--- src/rtl/mem_arbiter.sv ---
// mem_arbiter: shares one memory port between the instruction-fetch requester
// (read-only) and the load/store requester (read/write with byte mask).
// Data wins by default; a streak counter forces a fetch grant once MAX_D_BURST
// consecutive data grants have been made while fetch was pending. A watchdog
// aborts a granted access that never sees mem_ready.
module mem_arbiter #(
    parameter int ADDR_WIDTH  = 32,
    parameter int MAX_D_BURST = 4,
    parameter int TIMEOUT     = 64
) (
    input  logic                  CLK,
    input  logic                  RESET,
    // instruction fetch requester
    input  logic                  i_valid,
    input  logic [ADDR_WIDTH-1:0] i_addr,
    output logic                  i_ready,
    output logic [31:0]           i_rdata,
    output logic                  i_err,
    // load/store requester
    input  logic                  d_valid,
    input  logic [ADDR_WIDTH-1:0] d_addr,
    input  logic [31:0]           d_wdata,
    input  logic [3:0]            d_wmask,
    output logic                  d_ready,
    output logic [31:0]           d_rdata,
    output logic                  d_err,
    // memory port
    output logic                  mem_valid,
    output logic [ADDR_WIDTH-1:0] mem_addr,
    output logic [31:0]           mem_wdata,
    output logic [3:0]            mem_wmask,
    input  logic [31:0]           mem_rdata,
    input  logic                  mem_ready,
    // state trace
    output logic [1:0]            state_out
);

    typedef enum logic [1:0] {
        S_IDLE    = 2'd0,
        S_GRANT_I = 2'd1,
        S_GRANT_D = 2'd2
    } state_t;

    localparam int SW = $clog2(MAX_D_BURST + 1);
    localparam logic [SW-1:0] STREAK_MAX = SW'(MAX_D_BURST);
    localparam int WW = (TIMEOUT > 0) ? $clog2(TIMEOUT + 1) : 1;
    localparam int WD_LAST_INT = (TIMEOUT > 0) ? (TIMEOUT - 1) : 0;
    localparam logic [WW-1:0] WD_LAST = WW'(WD_LAST_INT);
    localparam bit WD_EN = (TIMEOUT > 0);

    state_t          state_r;
    logic [SW-1:0]   streak_r;
    logic [WW-1:0]   wdog_r;

    logic            i_elig_s;
    logic            d_elig_s;
    logic            grant_i_s;
    logic            grant_d_s;
    logic [SW-1:0]   streak_next_s;
    logic            wd_expire_s;

    assign state_out = state_r;

    // Arbitration: a requester is never re-granted in its own completion cycle.
    always_comb begin
        i_elig_s  = i_valid & ~i_ready;
        d_elig_s  = d_valid & ~d_ready;
        grant_i_s = 1'b0;
        grant_d_s = 1'b0;
        if ((streak_r == STREAK_MAX) && i_elig_s) begin
            grant_i_s = 1'b1;
        end else if (d_elig_s) begin
            grant_d_s = 1'b1;
        end else if (i_elig_s) begin
            grant_i_s = 1'b1;
        end else begin
            grant_i_s = 1'b0;
            grant_d_s = 1'b0;
        end
    end

    // Streak value after a data grant: counts only while fetch is waiting, saturating.
    always_comb begin
        streak_next_s = streak_r;
        if (!i_valid) begin
            streak_next_s = '0;
        end else if (streak_r == STREAK_MAX) begin
            streak_next_s = streak_r;
        end else begin
            streak_next_s = streak_r + SW'(1);
        end
    end

    // Watchdog expiry: this stalled grant cycle is the TIMEOUT-th one.
    always_comb begin
        wd_expire_s = 1'b0;
        if (WD_EN && (wdog_r == WD_LAST)) begin
            wd_expire_s = 1'b1;
        end else begin
            wd_expire_s = 1'b0;
        end
    end

    // Main FSM with all outputs registered; ready pulses last one cycle.
    always_ff @(posedge CLK) begin
        if (RESET) begin
            state_r   <= S_IDLE;
            streak_r  <= '0;
            wdog_r    <= '0;
            mem_valid <= 1'b0;
            mem_addr  <= '0;
            mem_wdata <= 32'h0000_0000;
            mem_wmask <= 4'b0000;
            i_ready   <= 1'b0;
            i_rdata   <= 32'h0000_0000;
            i_err     <= 1'b0;
            d_ready   <= 1'b0;
            d_rdata   <= 32'h0000_0000;
            d_err     <= 1'b0;
        end else begin
            i_ready <= 1'b0;
            d_ready <= 1'b0;
            case (state_r)
                S_IDLE: begin
                    wdog_r <= '0;
                    if (grant_d_s) begin
                        state_r   <= S_GRANT_D;
                        mem_valid <= 1'b1;
                        mem_addr  <= d_addr;
                        mem_wdata <= d_wdata;
                        mem_wmask <= d_wmask;
                        streak_r  <= streak_next_s;
                    end else if (grant_i_s) begin
                        state_r   <= S_GRANT_I;
                        mem_valid <= 1'b1;
                        mem_addr  <= i_addr;
                        mem_wdata <= 32'h0000_0000;
                        mem_wmask <= 4'b0000;
                        streak_r  <= '0;
                    end else begin
                        mem_valid <= 1'b0;
                    end
                end
                S_GRANT_I: begin
                    if (mem_ready) begin
                        state_r   <= S_IDLE;
                        mem_valid <= 1'b0;
                        i_ready   <= 1'b1;
                        i_rdata   <= mem_rdata;
                        i_err     <= 1'b0;
                        wdog_r    <= '0;
                    end else if (wd_expire_s) begin
                        state_r   <= S_IDLE;
                        mem_valid <= 1'b0;
                        i_ready   <= 1'b1;
                        i_rdata   <= 32'h0000_0000;
                        i_err     <= 1'b1;
                        wdog_r    <= '0;
                    end else if (WD_EN) begin
                        wdog_r    <= wdog_r + WW'(1);
                    end else begin
                        wdog_r    <= wdog_r;
                    end
                end
                S_GRANT_D: begin
                    if (mem_ready) begin
                        state_r   <= S_IDLE;
                        mem_valid <= 1'b0;
                        d_ready   <= 1'b1;
                        d_rdata   <= mem_rdata;
                        d_err     <= 1'b0;
                        wdog_r    <= '0;
                    end else if (wd_expire_s) begin
                        state_r   <= S_IDLE;
                        mem_valid <= 1'b0;
                        d_ready   <= 1'b1;
                        d_rdata   <= 32'h0000_0000;
                        d_err     <= 1'b1;
                        wdog_r    <= '0;
                    end else if (WD_EN) begin
                        wdog_r    <= wdog_r + WW'(1);
                    end else begin
                        wdog_r    <= wdog_r;
                    end
                end
                default: begin
                    // unused encoding: drop any request and recover to IDLE
                    state_r   <= S_IDLE;
                    mem_valid <= 1'b0;
                    wdog_r    <= '0;
                end
            endcase
        end
    end

endmodule

--- config.mk ---
export PLATFORM = sky130hd
export DESIGN_NAME = mem_arbiter
export DESIGN_NICKNAME = d
export VERILOG_FILES = /design/src/rtl/mem_arbiter.sv
export SDC_FILE = /design/constraint.sdc
export NUM_CORES = 1
export LEC_CHECK = 0
export BUFFER_PORTS_ARGS = -buffer_cell sky130_fd_sc_hd__buf_2
export CAP_MARGIN = 10
export CELL_PAD_IN_SITES_DETAIL_PLACEMENT = 0
export CELL_PAD_IN_SITES_GLOBAL_PLACEMENT = 1
export CORE_UTILIZATION = 25
export DETAILED_ROUTE_END_ITERATION = 8
export PLACE_DENSITY_LB_ADDON = 0.1
export RECOVER_POWER = 50
export SYNTH_ARGS = -nofsm -noshare
export SYNTH_HDL_FRONTEND = slang
export SYNTH_SLANG_ARGS = --single-unit
--- constraint.sdc ---
create_clock -name CLK -period 1.9 [get_ports CLK]
set_input_delay 0.38 -clock CLK [delete_from_list [all_inputs] [get_ports CLK]]
set_output_delay 0.38 -clock CLK [all_outputs]
set_load 0.01 [all_outputs]
==> impl_metrics.csv <==
group,metric,value,unit
floorplan,die_w,149.9,um
logic_synthesis,synthesis.nets,678,
layout,layout.nets,939,
min_path,worstHoldStart,"d_wdata[29]",
worst_setup_path,cp-start-kind,"flip-flop",
worst_setup_path,rr_startpoint,"wdog_r[0]",
clock_network,cts_max_level,4,
logic_synthesis,ys_seq_elements,149,
logic_synthesis,synthFlopType,"dfxtp_1",
logic_synthesis,synth_warnings,0,
layout,drive_gt1_frac,0.2351,
layout,mostFrequentLayoutCell,"dfxtp_1",
placement,place_area,0.007141,mm2
global_routing,antenna_found_initial,0,
logic_synthesis,ys_seq_area_frac,0.5453,
global_routing,grt_pass1_wl,25100,um
timing,layout_min_cycle_time,1.750,ns
timing,timing.fmax,0.5714,GHz
detailed_routing,ant_nets,0,
global_routing,grtUsageTotal,0.1431,
detailed_routing,drtPass1Iterations,5,
logic_synthesis,synth_edf_count,0,
min_path,hold_path_end,"mem_wdata[29]",
floorplan,io_pins,276,
clock_network,root_buffer,"clkbuf_16",
clock_network,hold_buffers,0,
layout,antenna_cells,0,
worst_setup_path,r2r_slack,0.15,ns
floorplan,die_h,149.9,um
clock_network,clk_pin_slew,0.06,ns
min_path,hold_class,"in -> reg",
timing,finalSetupViolCount,0,
detailed_routing,drc,0,
logic_synthesis,async_flop_share,0,
detailed_routing,wl_per_cell,15.33,um
floorplan,start_util,0.2578,
global_routing,grt_max_degree,67,
logic_synthesis,postSynthCellCount,535,
timing,worst_pin_slew,0.8917,ns
timing,rsz0062_at_grt,"false",
run_status,outcome,"complete, no violations",
detailed_routing,vias,4984,
logic_synthesis,syn_area_per_cell,10.22,um2
clock_network,cts_buffer_depth,2,
timing,finalHoldViolCount,0,
logic_synthesis,synth_area,0.005470,mm2
layout,fin_area,0.007604,mm2
min_path,hold_depth,3,
layout,syn_to_final_growth,39.00,%
layout,final_cell_mix,"dfxtp_1, clkbuf_1, buf_2, nor2_1",
global_routing,grt_overflow,0,
worst_setup_path,end_kind,"flip-flop",
worst_setup_path,path_max_fanout,32,
pwr,p_per_area,1066,mW/mm2
timing,tns,0,ns
placement,gp_congestion,0.8017,
clock_network,cts.sinks,149,
floorplan,die_area,0.02248,mm2
clock_network,clock_latency,0.41,ns
worst_setup_path,critical_path_arrival,2.09,ns
worst_setup_path,reg2regPathDepth,5,
global_routing,grt_pass1_vias,4864,
timing,slew_headroom,0.4042,
worst_setup_path,worstReg2RegEnd,"i_rdata[19]",
pwr,peakVddDrop,0.4605,mV
clock_network,tritoncts,"yes",
clock_network,cts_buffers,17,
placement,portBuffers,275,
placement,place_hpwl,11630,um
detailed_routing,wirelength,16610,um
floorplan,core,0.02122,mm2
logic_synthesis,synth_cell_types,39,
timing,fin_crit_sh,0.9211,
timing,maxSlewViolCount,0,
run,drv_cap,0,
worst_setup_path,worstSetupPathType,"reg -> reg",
detailed_routing,drt_iter0_drc,174,
detailed_routing,viasPerCell,4.602,
floorplan,rows,53,
worst_setup_path,required,2.24,ns
pwr,leakage,3.091,nW
timing,fin_worst_skew,0.007994,ns
==> power by group <==
group	switching [mW]	internal, mW
logic	0.746	0.472
clock network	1.31	2.10
registers	0.116	3.36
==> synth_stat cells, types with 4 or more instances <==
| master | n | share of area |
|---|---|---|
| a21oi_1 | 38 | 0.035 |
| a22oi_1 | 36 | 0.049 |
| a32o_1 | 32 | 0.059 |
| and3_1 | 4 | 0.0046 |
| buf_2 | 18 | 0.016 |
| buf_4 | 4 | 0.0055 |
| clkbuf_1 | 24 | 0.016 |
| dfxtp_1 | 149 | 0.55 |
| ha_1 | 6 | 0.014 |
| inv_1 | 7 | 0.0048 |
| mux2i_1 | 33 | 0.060 |
| nand2_1 | 37 | 0.025 |
| nor2_1 | 46 | 0.032 |
| o21ai_0 | 34 | 0.031 |
| o2bb2ai_1 | 31 | 0.050 |
==> metrics by stage <==
step | setup slack [ns] | hold WS, ns | instances | utilization | power (mW)
global route | 0.01296 | 0.1913 | 1083 | 0.3583 | 8.519
floorplan | 0.3461 | 0.4130 | 535 | - | 4.239
CTS | 0.01535 | 0.1885 | 1080 | 0.3650 | 8.285
global placement | 0.04305 | 0.4361 | 1049 | 0.3365 | 4.811
detailed placement | -0.03659 | 0.4413 | 1049 | 0.3365 | 4.819
finish | 0.1499 | 0.2069 | 1083 | 0.3583 | 8.103
==> timing repair <==
action | CTS | global route
gates cloned | 0 | 1
endpoints found under the setup margin | 32 | 35
buffers inserted | 0 | 2
resized for setup | 2 | 1
pin swaps | 2 | 2
==> final cells by class <==
cell class                      instances  area, um2
Multi-Input combinational cell        332       2301
Inverter                                8      30.03
Fill cell                            2245      13620
Clock buffer                           19      442.9
Sequential cell                       149       2983
Timing Repair Buffer                  288       1350
Clock inverter                         12      152.6
Tap cell                              275      344.1
==> worst max path at each step <==
| stage | slack [ns] | end | from | depth (start not counted) |
|---|---|---|---|---|
| 6_report | 0.15 | i_rdata[19] | wdog_r[0] | 5 |
| 5_1_grt | 0.01 | i_rdata[27] | state_out[1] | 4 |
| 4_1_cts | 0.02 | d_rdata[30] | wdog_r[0] | 5 |
| 3_5_place_dp | -0.04 | d_rdata[17] | wdog_r[0] | 5 |
| 3_3_place_gp | 0.04 | d_rdata[30] | wdog_r[0] | 5 |
| 2_1_floorplan | 0.35 | d_rdata[22] | state_out[0] | 6 |
==> sequential cells by signal, indices dropped and copies added, names as in the netlist <==
| register | count |
|---|---|
| mem_wmask | 4 |
| i_ready | 1 |
| state_out | 2 |
| d_err | 1 |
| d_rdata | 32 |
| streak_r | 3 |
| mem_valid | 1 |
| d_ready | 1 |
| mem_addr | 32 |
| i_err | 1 |
| i_rdata | 32 |
| wdog_r | 7 |
| mem_wdata | 32 |
==> kinds of logic after synthesis <==
group	count (synthesis)	synth area share
AND/OR/NAND/NOR	102	0.07891
AO/OA/AOI/OAI	186	0.2507
multiplexers	33	0.06038
adder cells (fa/ha/maj)	6	0.01372
buffers and inverters	55	0.04460
flip-flops	149	0.5453
XOR/XNOR	4	0.006406
==> routing by layer <==
| metal | share of wire | global-route usage |
|---|---|---|
| met1 | 0.42 | 0.1581 |
| met2 | 0.49 | 0.2553 |
| met3 | 0.071 | 0.04482 |
| met4 | 0.014 | 0.05253 |
| met5 | 0 | 0 |
==> critical path, stage by stage (launching register included) <==
cell       delay, ns
dfxtp_1         0.32
ha_2            0.21
nand3_4         0.12
o31ai_4         0.09
a21oi_4         0.72
o2bb2ai_1       0.19
Note: power is estimated with default switching activity, not from simulation.
